**src/rtl/sodor_pkg.sv**
```systemverilog
// Shared constants, FSM state type and decode helper for the sodor5
// instruction-side sequencer.
package sodor_pkg;

  localparam logic [6:0]  OPC_OP_IMM       = 7'b0010011;
  localparam logic [31:0] NOP_WORD         = 32'h00000013;
  localparam int          INSTR_QUEUE_SIZE = 5;

  typedef enum logic [2:0] {
    IDLE  = 3'd0,
    RUN   = 3'd1,
    PAD   = 3'd2,
    DRAIN = 3'd3,
    DONE  = 3'd4
  } state_t;

  function automatic logic [6:0] get_opcode(input logic [31:0] instr);
    return instr[6:0];
  endfunction

endpackage

```
**src/rtl/iq_prog_buf.sv**
```systemverilog
// Program buffer: words are written in arrival order and read back by index.
// Also tracks the word count and whether the program has been sealed.
module iq_prog_buf #(
  parameter int DEPTH = 16,
  parameter int IDX_W = 4
) (
  input  logic             clk,
  input  logic             reset,
  input  logic             i_clear,
  input  logic             i_wr_en,
  input  logic [31:0]      i_wr_data,
  input  logic             i_wr_last,
  input  logic [IDX_W-1:0] i_rd_idx,
  output logic [31:0]      o_rd_data,
  output logic [IDX_W:0]   o_cnt,
  output logic             o_sealed
);

  localparam logic [IDX_W:0] LAST_SLOT = (IDX_W+1)'(DEPTH - 1);

  logic [31:0]    r_mem [DEPTH];
  logic [IDX_W:0] r_cnt;
  logic           r_sealed;
  logic [IDX_W:0] w_base;

  // A clearing write restarts the program at slot 0 in the same cycle.
  assign w_base = i_clear ? '0 : r_cnt;

  always_ff @(posedge clk) begin
    if (i_wr_en) begin
      r_mem[w_base[IDX_W-1:0]] <= i_wr_data;
    end
  end

  always_ff @(posedge clk) begin
    if (reset) begin
      r_cnt    <= '0;
      r_sealed <= 1'b0;
    end else if (i_wr_en) begin
      r_cnt    <= w_base + (IDX_W+1)'(1);
      r_sealed <= i_wr_last || (w_base == LAST_SLOT);
    end
  end

  assign o_rd_data = r_mem[i_rd_idx];
  assign o_cnt     = r_cnt;
  assign o_sealed  = r_sealed;

endmodule

```
**src/rtl/imem_iq_sequencer.sv**
```systemverilog
// Feeds a stored program to the sodor5 core one word per cycle, padding
// I-type ops with NOP bubbles and flushing the instruction queue at the end.
module imem_iq_sequencer
  import sodor_pkg::*;
#(
  parameter int DEPTH        = 16,
  parameter int IDX_W        = 4,
  parameter int PAD_NOPS     = 4,
  parameter int DRAIN_CYCLES = INSTR_QUEUE_SIZE
) (
  input  logic        clk,
  input  logic        reset,
  input  logic        load_valid,
  input  logic [31:0] load_data,
  input  logic        load_last,
  output logic        load_ready,
  input  logic        start,
  input  logic        stall,
  output logic [31:0] instr_data,
  output logic        control_fetch_i,
  output logic        control_shift_iq,
  output logic [31:0] pc_out,
  output logic        busy,
  output logic        done,
  output logic        err_illegal
);

  localparam int PAD_W   = (PAD_NOPS > 1) ? $clog2(PAD_NOPS) : 1;
  localparam int DRAIN_W = (DRAIN_CYCLES > 1) ? $clog2(DRAIN_CYCLES) : 1;
  localparam logic [PAD_W-1:0]   PAD_LOAD   = PAD_W'(PAD_NOPS - 1);
  localparam logic [DRAIN_W-1:0] DRAIN_LAST = DRAIN_W'(DRAIN_CYCLES - 1);
  localparam logic               PAD_EN     = (PAD_NOPS > 0);

  state_t             r_state;
  logic [IDX_W-1:0]   r_idx;
  logic [PAD_W-1:0]   r_pad_cnt;
  logic [DRAIN_W-1:0] r_drain_cnt;
  logic               r_prog_end;
  logic               r_first;
  logic [31:0]        r_instr;
  logic               r_fetch;
  logic               r_shift;
  logic [31:0]        r_pc;
  logic               r_err;

  logic [31:0]        w_word;
  logic [IDX_W:0]     w_cnt;
  logic               w_sealed;
  logic               w_loadable;
  logic               w_accept;
  logic               w_clear;
  logic               w_start;
  logic               w_prog_empty;
  logic               w_last;
  logic               w_is_imm;
  logic               w_pad_req;
  logic               w_active;

  assign w_loadable   = (r_state == IDLE) || (r_state == DONE);
  assign load_ready   = w_loadable && !w_sealed && !w_cnt[IDX_W];
  assign w_accept     = load_valid && load_ready;
  assign w_clear      = w_accept && (r_state == DONE);
  assign w_start      = start && w_loadable;
  assign w_prog_empty = (w_cnt == '0) && !w_accept;
  assign w_last       = ({1'b0, r_idx} == (w_cnt - (IDX_W+1)'(1)));
  assign w_is_imm     = (get_opcode(w_word) == OPC_OP_IMM);
  assign w_pad_req    = PAD_EN && w_is_imm && (w_word != NOP_WORD);
  assign w_active     = ((r_state == RUN) || (r_state == PAD) || (r_state == DRAIN)) && !stall;

  iq_prog_buf #(
    .DEPTH (DEPTH),
    .IDX_W (IDX_W)
  ) u_buf (
    .clk       (clk),
    .reset     (reset),
    .i_clear   (w_clear),
    .i_wr_en   (w_accept),
    .i_wr_data (load_data),
    .i_wr_last (load_last),
    .i_rd_idx  (r_idx),
    .o_rd_data (w_word),
    .o_cnt     (w_cnt),
    .o_sealed  (w_sealed)
  );

  // pc_out tracks the slot on instr_data, so the first slot after start keeps 0.
  always_ff @(posedge clk) begin
    if (reset) begin
      r_state     <= IDLE;
      r_idx       <= '0;
      r_pad_cnt   <= '0;
      r_drain_cnt <= '0;
      r_prog_end  <= 1'b0;
      r_first     <= 1'b0;
      r_instr     <= '0;
      r_fetch     <= 1'b0;
      r_shift     <= 1'b0;
      r_pc        <= '0;
      r_err       <= 1'b0;
    end else begin
      r_fetch <= 1'b0;
      r_shift <= 1'b0;
      if (w_active) begin
        r_shift <= 1'b1;
        r_first <= 1'b0;
        if (!r_first) begin
          r_pc <= r_pc + 32'd4;
        end
      end
      case (r_state)
        IDLE, DONE: begin
          if (w_clear) begin
            r_err   <= 1'b0;
            r_pc    <= '0;
            r_state <= IDLE;
          end
          if (w_start) begin
            r_idx       <= '0;
            r_pc        <= '0;
            r_first     <= 1'b1;
            r_drain_cnt <= '0;
            r_state     <= w_prog_empty ? DRAIN : RUN;
          end
        end
        RUN: begin
          if (!stall) begin
            r_fetch    <= 1'b1;
            r_prog_end <= w_last;
            if (w_is_imm) begin
              r_instr <= w_word;
            end else begin
              r_instr <= NOP_WORD;
              r_err   <= 1'b1;
            end
            if (!w_last) begin
              r_idx <= r_idx + IDX_W'(1);
            end
            if (w_pad_req) begin
              r_pad_cnt <= PAD_LOAD;
              r_state   <= PAD;
            end else if (w_last) begin
              r_drain_cnt <= '0;
              r_state     <= DRAIN;
            end
          end
        end
        PAD: begin
          if (!stall) begin
            r_fetch <= 1'b1;
            r_instr <= NOP_WORD;
            if (r_pad_cnt == '0) begin
              if (r_prog_end) begin
                r_drain_cnt <= '0;
                r_state     <= DRAIN;
              end else begin
                r_state <= RUN;
              end
            end else begin
              r_pad_cnt <= r_pad_cnt - PAD_W'(1);
            end
          end
        end
        DRAIN: begin
          if (!stall) begin
            r_instr <= '0;
            if (r_drain_cnt == DRAIN_LAST) begin
              r_state <= DONE;
            end else begin
              r_drain_cnt <= r_drain_cnt + DRAIN_W'(1);
            end
          end
        end
        default: r_state <= IDLE;
      endcase
    end
  end

  assign instr_data       = r_instr;
  assign control_fetch_i  = r_fetch;
  assign control_shift_iq = r_shift;
  assign pc_out           = r_pc;
  assign err_illegal      = r_err;
  assign busy             = (r_state == RUN) || (r_state == PAD) || (r_state == DRAIN);
  assign done             = (r_state == DONE);

endmodule
```
**config.mk**
```make
export PLATFORM = sky130hd
export DESIGN_NAME = imem_iq_sequencer
export DESIGN_NICKNAME = d
export VERILOG_FILES = /design/src/rtl/sodor_pkg.sv /design/src/rtl/iq_prog_buf.sv /design/src/rtl/imem_iq_sequencer.sv
export SDC_FILE = /design/constraint.sdc
export NUM_CORES = 1
export LEC_CHECK = 0
export BUFFER_PORTS_ARGS = -buffer_cell sky130_fd_sc_hd__clkbuf_2
export CAP_MARGIN = 25
export CORE_ASPECT_RATIO = 1.2
export CORE_MARGIN = 2
export CORE_UTILIZATION = 55
export CTS_BUF_LIST = sky130_fd_sc_hd__clkbuf_4 sky130_fd_sc_hd__clkbuf_8
export DETAILED_ROUTE_END_ITERATION = 8
export GPL_TIMING_DRIVEN = 0
export PLACE_DENSITY = 0.78
export SETUP_SLACK_MARGIN = 0.1
export SYNTH_ARGS = -nofsm -noshare
export SYNTH_HDL_FRONTEND = slang
export SYNTH_SLANG_ARGS = --single-unit
```
**constraint.sdc**
```tcl
create_clock -name clk -period 4.7 [get_ports clk]
set_clock_uncertainty 0.1 [all_clocks]
set_input_delay 0.47 -clock clk [delete_from_list [all_inputs] [get_ports clk]]
set_output_delay 0.47 -clock clk [all_outputs]
set_load 0.1 [all_outputs]
```
Yosys cells after proc, flatten, opt, wreduce, memory -nomap -nowiden
Memory sizes are Yosys's and may differ from the RTL's. A register that Yosys moved wholly into a read port is not among the register bits.
Index checks and enable logic that the tools add are counted.
- memory bits (writable): 512
- bits in read-only memories: 0
- input bits: 38
- register bits after elaboration: 87
- memories: 1
- word-level logic and storage cells: 136
- bits in latches: 0
- memories (name ; words ; bits a word ; rd ports ; clocked after Yosys merged registers in ; write ports ; line ; RTL):
    u_buf.r_mem ; 16 ; 32 ; 1 ; 1 ; 1 ; iq_prog_buf.sv:21 ; logic [31:0] r_mem [DEPTH];
- shift operators: 0
- $mul: 0
- reduce and logical (&&, ||, !) cells: 33
- divide/modulo/power cells: 0
- order comparisons: 0
- bitwise operators: 2
- add/sub/neg operators: 6
- equal/unequal tests: 26
- multiplexer cells: 55
- operators by type and width (operator ; count):
    32-bit 2-to-1 mux ; 9
    32-bit case mux with 3 select lines ; 1
    3-bit 2-to-1 mux ; 18
    32-bit by 3-bit adder with 32-bit output (second input constant) ; 1
    32-bit by 5-bit != test with 1-bit output (second input constant) ; 1
    2-bit != test (second input constant) ; 14
    3-bit case mux with 4 select lines ; 2
    4-bit 2-to-1 mux ; 5
    2-bit 2-to-1 mux ; 6
    4-bit AND reduction ; 3
    1-bit 2-to-1 mux ; 10
    10-bit AND reduction ; 1
    1-bit logical AND ; 8
    4-bit case mux with 2 select lines ; 1
    7-bit by 5-bit == test with 1-bit output (second input constant) ; 1
    7-bit AND reduction ; 1
    3-bit by 2-bit == test with 1-bit output (second input constant) ; 2
    3-bit == test (second input constant) ; 2
    2-bit OR reduction ; 3
    5-bit by 1-bit adder with 5-bit output (second input constant) ; 1
    4-bit by 5-bit == test with 1-bit output ; 1
    5-bit by 4-bit == test with 1-bit output (second input constant) ; 1
    5-bit logical NOT ; 1
    5-bit 2-to-1 mux ; 1
    other kinds (20) ; 28

Logic depth before layout (Yosys ltp)
Gate-level depths: netlist of run 1.
- depth in word-level cells: 10
- gate-level depth with buffers: 15
- depth with buffers taken out: 13

Hierarchy
A second synthesis of run 1 with hierarchy kept.
- cell total of the unflattened synthesis: 1240
- area total of the unflattened synthesis: 23007.1 um^2
- modules (own cells, without submodules) (module ; times used ; sequential area each (um^2) ; cells an instance ; area each (um^2)):
    iq_prog_buf ; 1 ; 15494.9 ; 844 ; 19482.4
    imem_iq_sequencer ; 1 ; 1581.5 ; 396 ; 3524.6

Worst setup path after synthesis of run 1
No wires, ideal clock.
- kind: register -> register
- start: reg r_state[1]
- end: mem u_buf.r_mem[0][0], enable pin
- library setup time: 0.421 ns
- data arrival time: 5.214 ns
- path buffers: 2
- cell stages (with the launch flop): 11
- slack: -1.035 ns
- clock period less this slack: 5.735 ns
- cell sequence: dfxtp_1 -> clkbuf_1 -> or2_2 -> clkbuf_1 -> nor3_1 -> and3_1 -> nor2_1 -> inv_1 -> ha_1 -> inv_1 -> nor2_1
- word-level cells in the longest chain between the ends: 7
- elaborated cells between the ends (all ways): 10
- those cells by class: eq/ne (1); mux (3); reduce/logical (6)
- RTL lines (what ; line ; RTL):
    from (decl) ; imem_iq_sequencer.sv:34 ; state_t r_state;
    from (signal assigned) ; imem_iq_sequencer.sv:122 ; r_state <= w_prog_empty ? DRAIN : RUN;
    3-bit == test / 3-bit logical NOT (equally long branches) ; imem_iq_sequencer.sv:59 ; assign w_loadable = (r_state == IDLE) || (r_state == DONE);
    1-bit logical OR * ; imem_iq_sequencer.sv:59 ;
    1-bit logical AND * (2 in a row) ; imem_iq_sequencer.sv:60 ; assign load_ready = w_loadable && !w_sealed && !w_cnt[IDX_W];
    named net load_ready ; imem_iq_sequencer.sv:16 ; output logic load_ready,
    1-bit logical AND * ; imem_iq_sequencer.sv:61 ; assign w_accept = load_valid && load_ready;
    1-bit 2-to-1 mux / 1-bit logical AND (equally long branches) ; iq_prog_buf.sv:30, imem_iq_sequencer.sv:62 ;
    1-bit 2-to-1 mux (implied by the code) / 5-bit 2-to-1 mux (equally long branches) ; iq_prog_buf.sv:31, iq_prog_buf.sv:27 ;
    to (decl) ; iq_prog_buf.sv:21 ;
The timed path passes the listed nets; every way through them passes the cells marked *.

==> out/summary.txt, run 1 <==
Hold Path Sink - u_buf.o_sealed$_SDFFE_PP0P_
routed len/inst - 25.8 microns
Finished Layout Cells - 2,161
Inst Count DP - 1,998
dpl ws - 0.0209 ns
Rel. slew slack - 36.6%
CP Cell Sequence - buf_2 > buf_2 > clkbuf_1 > clkbuf_1 > mux4_2 > a22oi_1 > nand4_1 > nor4_1 > a41oi_1 > nor2_1 > o32ai_1
Pleak - 8.69 nW
synthesized flop and latch total - 601
first-pass GRT wire length - 82.0 mm
clock insertion delay at the later pin of the skew report - 0.69 ns
CTS Buf Count - 87
critical path startpoint category - flop
PwrDens - 482 nW/um^2
slowest CP cell - clkbuf_1
vias per cell - 6.19
slowest stage delay, CP - 0.63 ns
Routed WL - 55.8 mm
EDFF count, synth - 512
Unique masters post-synth - 57
H-tree Lvls - 3
Worst VDD drop - 0.000338 V
Die ar. - 43,600 sq um
fin. max-slew vios - 0
TritonCTS clock tree - built
status - complete, no violations
max cap viols - 0
RSZ-0062 raised after global routing - no
initial antenna violation count - 4
Layout area overhead - 14.9%
path depth of the worst reg2reg path - 11
actual slew at the worst max-slew pin - 0.952 ns
DRC errors left - 0
number of global-route vias before repair - 13,700
Worst Path Arrival - 4.85 ns
Yosys warning total - 0
Cells after Synth - 1,331
async set-reset flop share out of synthesis - 0%
chip width - 191 microns
Final setup viols - 0
fin crit share - 94.2%
required time of the worst setup path - 5.13 ns
layout cell share with drive strength beyond 1 - 25.2%
setup ws final - 0.272 ns
gr usage total - 26.0%
HP Class - input port to flop
critical path capture point type - flop
WHS Path Cells - 3
DRT antenna net count - 0
core area - 41,600 sq um
CP max FO - 10
fin crit period - 4.43 ns
postcts setup bufs - 0
Sink Count - 601
Layout Nets - 1,591
routability cong. - 0.863
Reg clk slew, reported paths - 0.06 ns
fmax - 226 MHz
Post-Place Cell Area - 24,600 sq um
post-synthesis cell area - 23,100 sq um
CTS root buf - clkbuf_8
Die Span Y - 228 microns
Crit Path Category - flop to flop
total grt overflow - 0
via count - 13,400
post-synthesis sequential area ratio - 74.4%
synthesized area per cell - 17.3 sq um
CTS max path bufs - 3
TritonRoute pass-1 iters - 6
Finished Cell Area - 26,500 sq um
IO Count - 108
R2R setup slack - 0.27 ns
largest net degree at the start of global routing - 27
site row count - 82
Worst R2R End - r_pad_cnt[0]$_SDFFE_PP0P_
WHS - 0.0433 ns
worst hold start - load_last
port bufs - 103
fillers - 2,810
DRT iter0 DRCs - 1,520
DP Wirelength - 35.0 mm
final hold violations - 0
starting density of the core - 55.5%
Final Core Density - 63.7%
Synth Flop Type - edfxtp_1
per-stage QoR:
stage	total power, mW	TNS [ns]
finish	12.8	0
global route	13.2	0
CTS	12.8	0
detailed placement	8.60	0
global placement	8.52	-105.75
floorplan	7.89	-4.71
Yosys cell counts, drive strengths merged, types with 5 or more instances:
cell type | instances | share of area (%)
nand2 | 63 | 1.0
nor3b | 5 | 0.16
nor2 | 108 | 1.8
o21ai | 28 | 0.61
o32ai | 5 | 0.19
a21oi | 26 | 0.56
nor3 | 15 | 0.35
or3 | 5 | 0.14
a22oi | 59 | 1.9
xor2 | 22 | 0.84
nand4b | 8 | 0.30
mux4 | 88 | 8.6
nand3 | 17 | 0.37
xnor2 | 10 | 0.38
clkbuf | 39 | 0.63
ha | 11 | 0.60
inv | 23 | 0.37
a221oi | 23 | 0.87
buf | 27 | 0.73
dfxtp | 89 | 7.7
and2 | 20 | 0.54
mux2i | 47 | 2.0
nor4 | 6 | 0.24
nor2b | 5 | 0.14
edfxtp | 512 | 67
nand4 | 15 | 0.41
critical path: cells and delay by family, from the launching register on:
| family | cells | cell delay (ns) |
|---|---|---|
| mux | 1 | 0.43 |
| flops | 1 | 0.30 |
| simple gates | 3 | 0.96 |
| compound gates | 3 | 0.73 |
| buf+inv | 4 | 1.75 |
flip-flops by register name, summed over array words and instances, names as in the netlist, named ones only:
register,flops
pc_out,30
r_drain_cnt,3
err_illegal,1
u_buf.o_sealed,1
u_buf.r_mem,512
r_pad_cnt,2
control_shift_iq,1
r_prog_end,1
instr_data,32
r_state,3
r_idx,4
control_fetch_i,1
r_first,1
u_buf.o_cnt,5
metal layers:
layer	track usage (%)	wire length, microns	share of wire (%)
met1	32.5	20300	37
met2	43.4	27900	50
met3	5.68	5330	9.6
met4	11.7	2160	3.9
met5	0	24	0.043
worst max path at each step:
stage / to / from / slack, ns
global route: r_state[1]$_SDFFE_PP0P_ / flop / 0.15
CTS: instr_data[13]$_SDFFE_PP0P_ / flop / 0.19
finish: r_pad_cnt[0]$_SDFFE_PP0P_ / flop / 0.27
detailed placement: r_pad_cnt[0]$_SDFFE_PP0P_ / flop / 0.02
floorplan: u_buf.r_mem[0][0]$_DFFE_PP_ / r_state[1]$_SDFFE_PP0P_ / -0.05
global placement: u_buf.r_mem[0][24]$_DFFE_PP_ / r_state[1]$_SDFFE_PP0P_ / -0.94
layout make-up:
cell class                 instances  area (sq um)  area share (%)
inverter                          26          97.6           0.369
clock inverter                    28           201           0.761
timing repair buffer             121           853            3.22
sequential                       601         17200            64.8
clock buffer                     132          1610            6.08
tap                              546           683            2.58
multi-input combinational        639          5560            21.0
antenna                            2          5.00          0.0189
buffer                            66           318            1.20
logic make-up after synthesis:
kind of cell | share of synthesized area [%]
other | 0.0163
multiplexers | 10.7
buffers and inverters | 1.79
adder cells (fa/ha/maj) | 0.597
AO/OA/AOI/OAI | 5.17
flip-flops | 74.4
AND/OR/NAND/NOR | 6.12
XOR/XNOR | 1.22
where the power goes:
| group | switching, mW | internal, mW | total (mW) |
|---|---|---|---|
| logic | 1.56 | 0.914 | 2.48 |
| registers | 0.0666 | 5.98 | 6.05 |
| clock network | 1.93 | 2.31 | 4.23 |
placed cells by master (no fill, tap or decap), drive strengths merged, types with 11 or more instances in the layout:
cell type	instances
xor2	22
nor3	15
mux2i	47
o21ai	28
edfxtp	512
nand3	17
mux4	88
nand4	15
a22oi	59
dfxtp	89
nand2	63
nor2	108
a221oi	23
buf	45
and2	20
a21oi	26
clkinv	24
ha	11
clkbuf	274
inv	24
repair_timing:
| item | 4_1_cts | 5_1_grt |
|---|---|---|
| resized for setup | 2 | 3 |
| setup endpoints to repair | 4 | 18 |
| hold buffers | 0 | 0 |
(Power assumes the default switching activity.)
==> inputs of run 2 (changes only) <==
REMOVE_ABC_BUFFERS = 1   (was not set)
SLEW_MARGIN = 20   (was not set)
==> run 2 against run 1 <==
Compared with the run above: first-iteration DRC count is 24% lower; highest routed layer unchanged; register-to-register slack hardly changed; combinational power is 8% lower; clock-buffer cell count is 2 higher; critical path type unchanged; sequential share of layout area is 0.29 points lower.
==> out/summary.txt, run 2 (synthesis results as in run 1) <==
CTS Buf Count - 93 (was 87)
HP Class - input port to flop (unchanged)
largest net degree at the start of global routing - 55 (was 27)
DRT iter0 DRCs - 1,160 (was 1,520)
Setup TNS - 0 ns (unchanged)
number of global-route vias before repair - 13,100 (was 13,700)
postcts setup bufs - 0 (unchanged)
dpl ws - 0.313 ns (was 0.0209 ns)
PwrDens - 486 nW/um^2 (was 482 nW/um^2)
RSZ-0062 raised after global routing - no (unchanged)
Reg area - 17,200 sq um (about the same)
max cap viols - 0 (unchanged)
Pleak - 8.70 nW (was 8.69 nW)
Rel. slew slack - 37.2% (was 36.6%)
Final Core Density - 64.1% (was 63.7%)
CTS root buf - clkbuf_8 (unchanged)
actual slew at the worst max-slew pin - 0.936 ns (was 0.952 ns)
Post-Place Cell Area - 24,600 sq um (about the same)
fmax - 226 MHz (about the same)
core area - 41,600 sq um (unchanged)
port bufs - 105 (was 103)
Sink Count - 601 (unchanged)
status - complete, no violations (unchanged)
layout cell share with drive strength beyond 1 - 25.8% (was 25.2%)
fin. max-slew vios - 0 (unchanged)
TritonRoute pass-1 iters - 5 (was 6)
Top delay family on crit path - buffers and inverters (unchanged)
Post-CTS Hold Buffers - 0 (unchanged)
Layout area overhead - 15.4% (was 14.9%)
vias per cell - 6.10 (was 6.19)
critical path's most frequent cell - buf_8
slowest CP cell - mux4_2 (was clkbuf_1)
fin crit period - 4.42 ns (was 4.43 ns)
required time of the worst setup path - 5.18 ns (was 5.13 ns)
Multi-input gate area - 5570 sq um (was 5560 sq um)
Die ar. - 43,600 sq um (unchanged)
clock insertion delay at the later pin of the skew report - 0.67 ns (was 0.69 ns)
Worst Path Arrival - 4.90 ns (was 4.85 ns)
Worst VDD drop - 0.000418 V (was 0.000338 V)
fin crit share - 94.0% (was 94.2%)
Die Span Y - 228 microns (unchanged)
Layout Nets - 1,540 (was 1,591)
fillers - 2,774 (was 2,810)
via count - 12,900 (was 13,400)
commonest cells after routing, fill and taps aside - edfxtp_1 (512), clkbuf_8 (105), clkbuf_2 (104) (was edfxtp_1 (512), clkbuf_2 (105), nor2_1 (104))
site row count - 82 (unchanged)
critical path capture point type - flop (unchanged)
max reg flops - 512 (unchanged)
Routed WL - 50.7 mm (was 55.8 mm)
chip width - 191 microns (unchanged)
slowest stage delay, CP - 0.79 ns (was 0.63 ns)
Bufs and invs on worst path - 3 (was 4)
Crit Path Category - flop to flop (unchanged)
initial antenna violation count - 4 (unchanged)
CTS max path bufs - 3 (unchanged)
routed len/inst - 23.9 microns (was 25.8 microns)
CP max FO - 15 (was 10)
DRC errors left - 0 (unchanged)
first-pass GRT wire length - 76.0 mm (was 82.0 mm)
H-tree Lvls - 3 (unchanged)
total grt overflow - 0 (unchanged)
starting density of the core - 55.5% (unchanged)
CP Cell Sequence - buf_8 > clkinv_1 > mux4_2 > a221o_1 > nor3_4 > buf_8 > a22oi_1 > nor2_1 (was buf_2 > buf_2 > clkbuf_1 > clkbuf_1 > mux4_2 > a22oi_1 > nand4_1 > nor4_1 > a41oi_1 > nor2_1 > o32ai_1)
Finished Cell Area - 26,600 sq um (was 26,500 sq um)
DP Wirelength - 29.7 mm (was 35.0 mm)
Reg clk slew, reported paths - 0.07 ns (was 0.06 ns)
gr usage total - 23.4% (was 26.0%)
most common cell after layout, fill and taps aside - edfxtp_1 (unchanged)
TritonCTS clock tree - built (unchanged)
final hold violations - 0 (unchanged)
setup ws final - 0.282 ns (was 0.272 ns)
critical path startpoint category - flop (unchanged)
PostCTS Resize Cnt - 0 (was 2)
DRT antenna net count - 0 (unchanged)
routability cong. - 0.821 (was 0.863)
Final setup viols - 0 (unchanged)
IO Count - 108 (unchanged)
## run 2: worst paths after layout
kind	startpoint	endpoint	slack, ns	depth (start not counted)
worst max-delay path	flop	instr_data[18]$_SDFFE_PP0P_	0.28	8
worst min-delay path	load_last	u_buf.o_sealed$_SDFFE_PP0P_	0.05	3
worst min register to register	u_buf.o_sealed$_SDFFE_PP0P_	u_buf.o_sealed$_SDFFE_PP0P_	0.36	2
worst max register to register	flop	instr_data[18]$_SDFFE_PP0P_	0.28	8
## run 2: layer usage
metal	global-route usage [%]	wire length, microns	vias to the layer above
met4	8.89	1380	6
met3	5.08	4470	118
met5	0	40	-
met2	38.1	25100	667
li1	-	-	5630
met1	31.1	19700	6507
## run 2: stage by stage
step	std cells	hold slack [ns]	power (mW)
4_1_cts	2116	0.0207	13.0
6_report	2119	0.0458	12.9
3_3_place_gp	1917	0.336	8.51
5_1_grt	2118	0.0749	13.4
2_1_floorplan	1266	0.320	8.00
3_5_place_dp	1941	0.352	8.51
## run 2: cell type report
class / instances / share of cell area (%)
Clock inverter: 41 / 1.18
Multi-Input combinational cell: 639 / 20.9
Timing Repair Buffer: 130 / 4.19
Tap cell: 546 / 2.57
Inverter: 26 / 0.367
Clock buffer: 134 / 6.25
Antenna cell: 2 / 0.0188
Sequential cell: 601 / 64.5
## run 2: worst min-delay path, stage by stage
cell,delay [ns]
clkbuf_2,0.09
o21ai_0,0.07
a21oi_1,0.14
## run 2: report_power, final
group,switching (mW),internal [mW]
combinational,1.37,0.913
sequential,0.142,5.99
clock,1.99,2.51
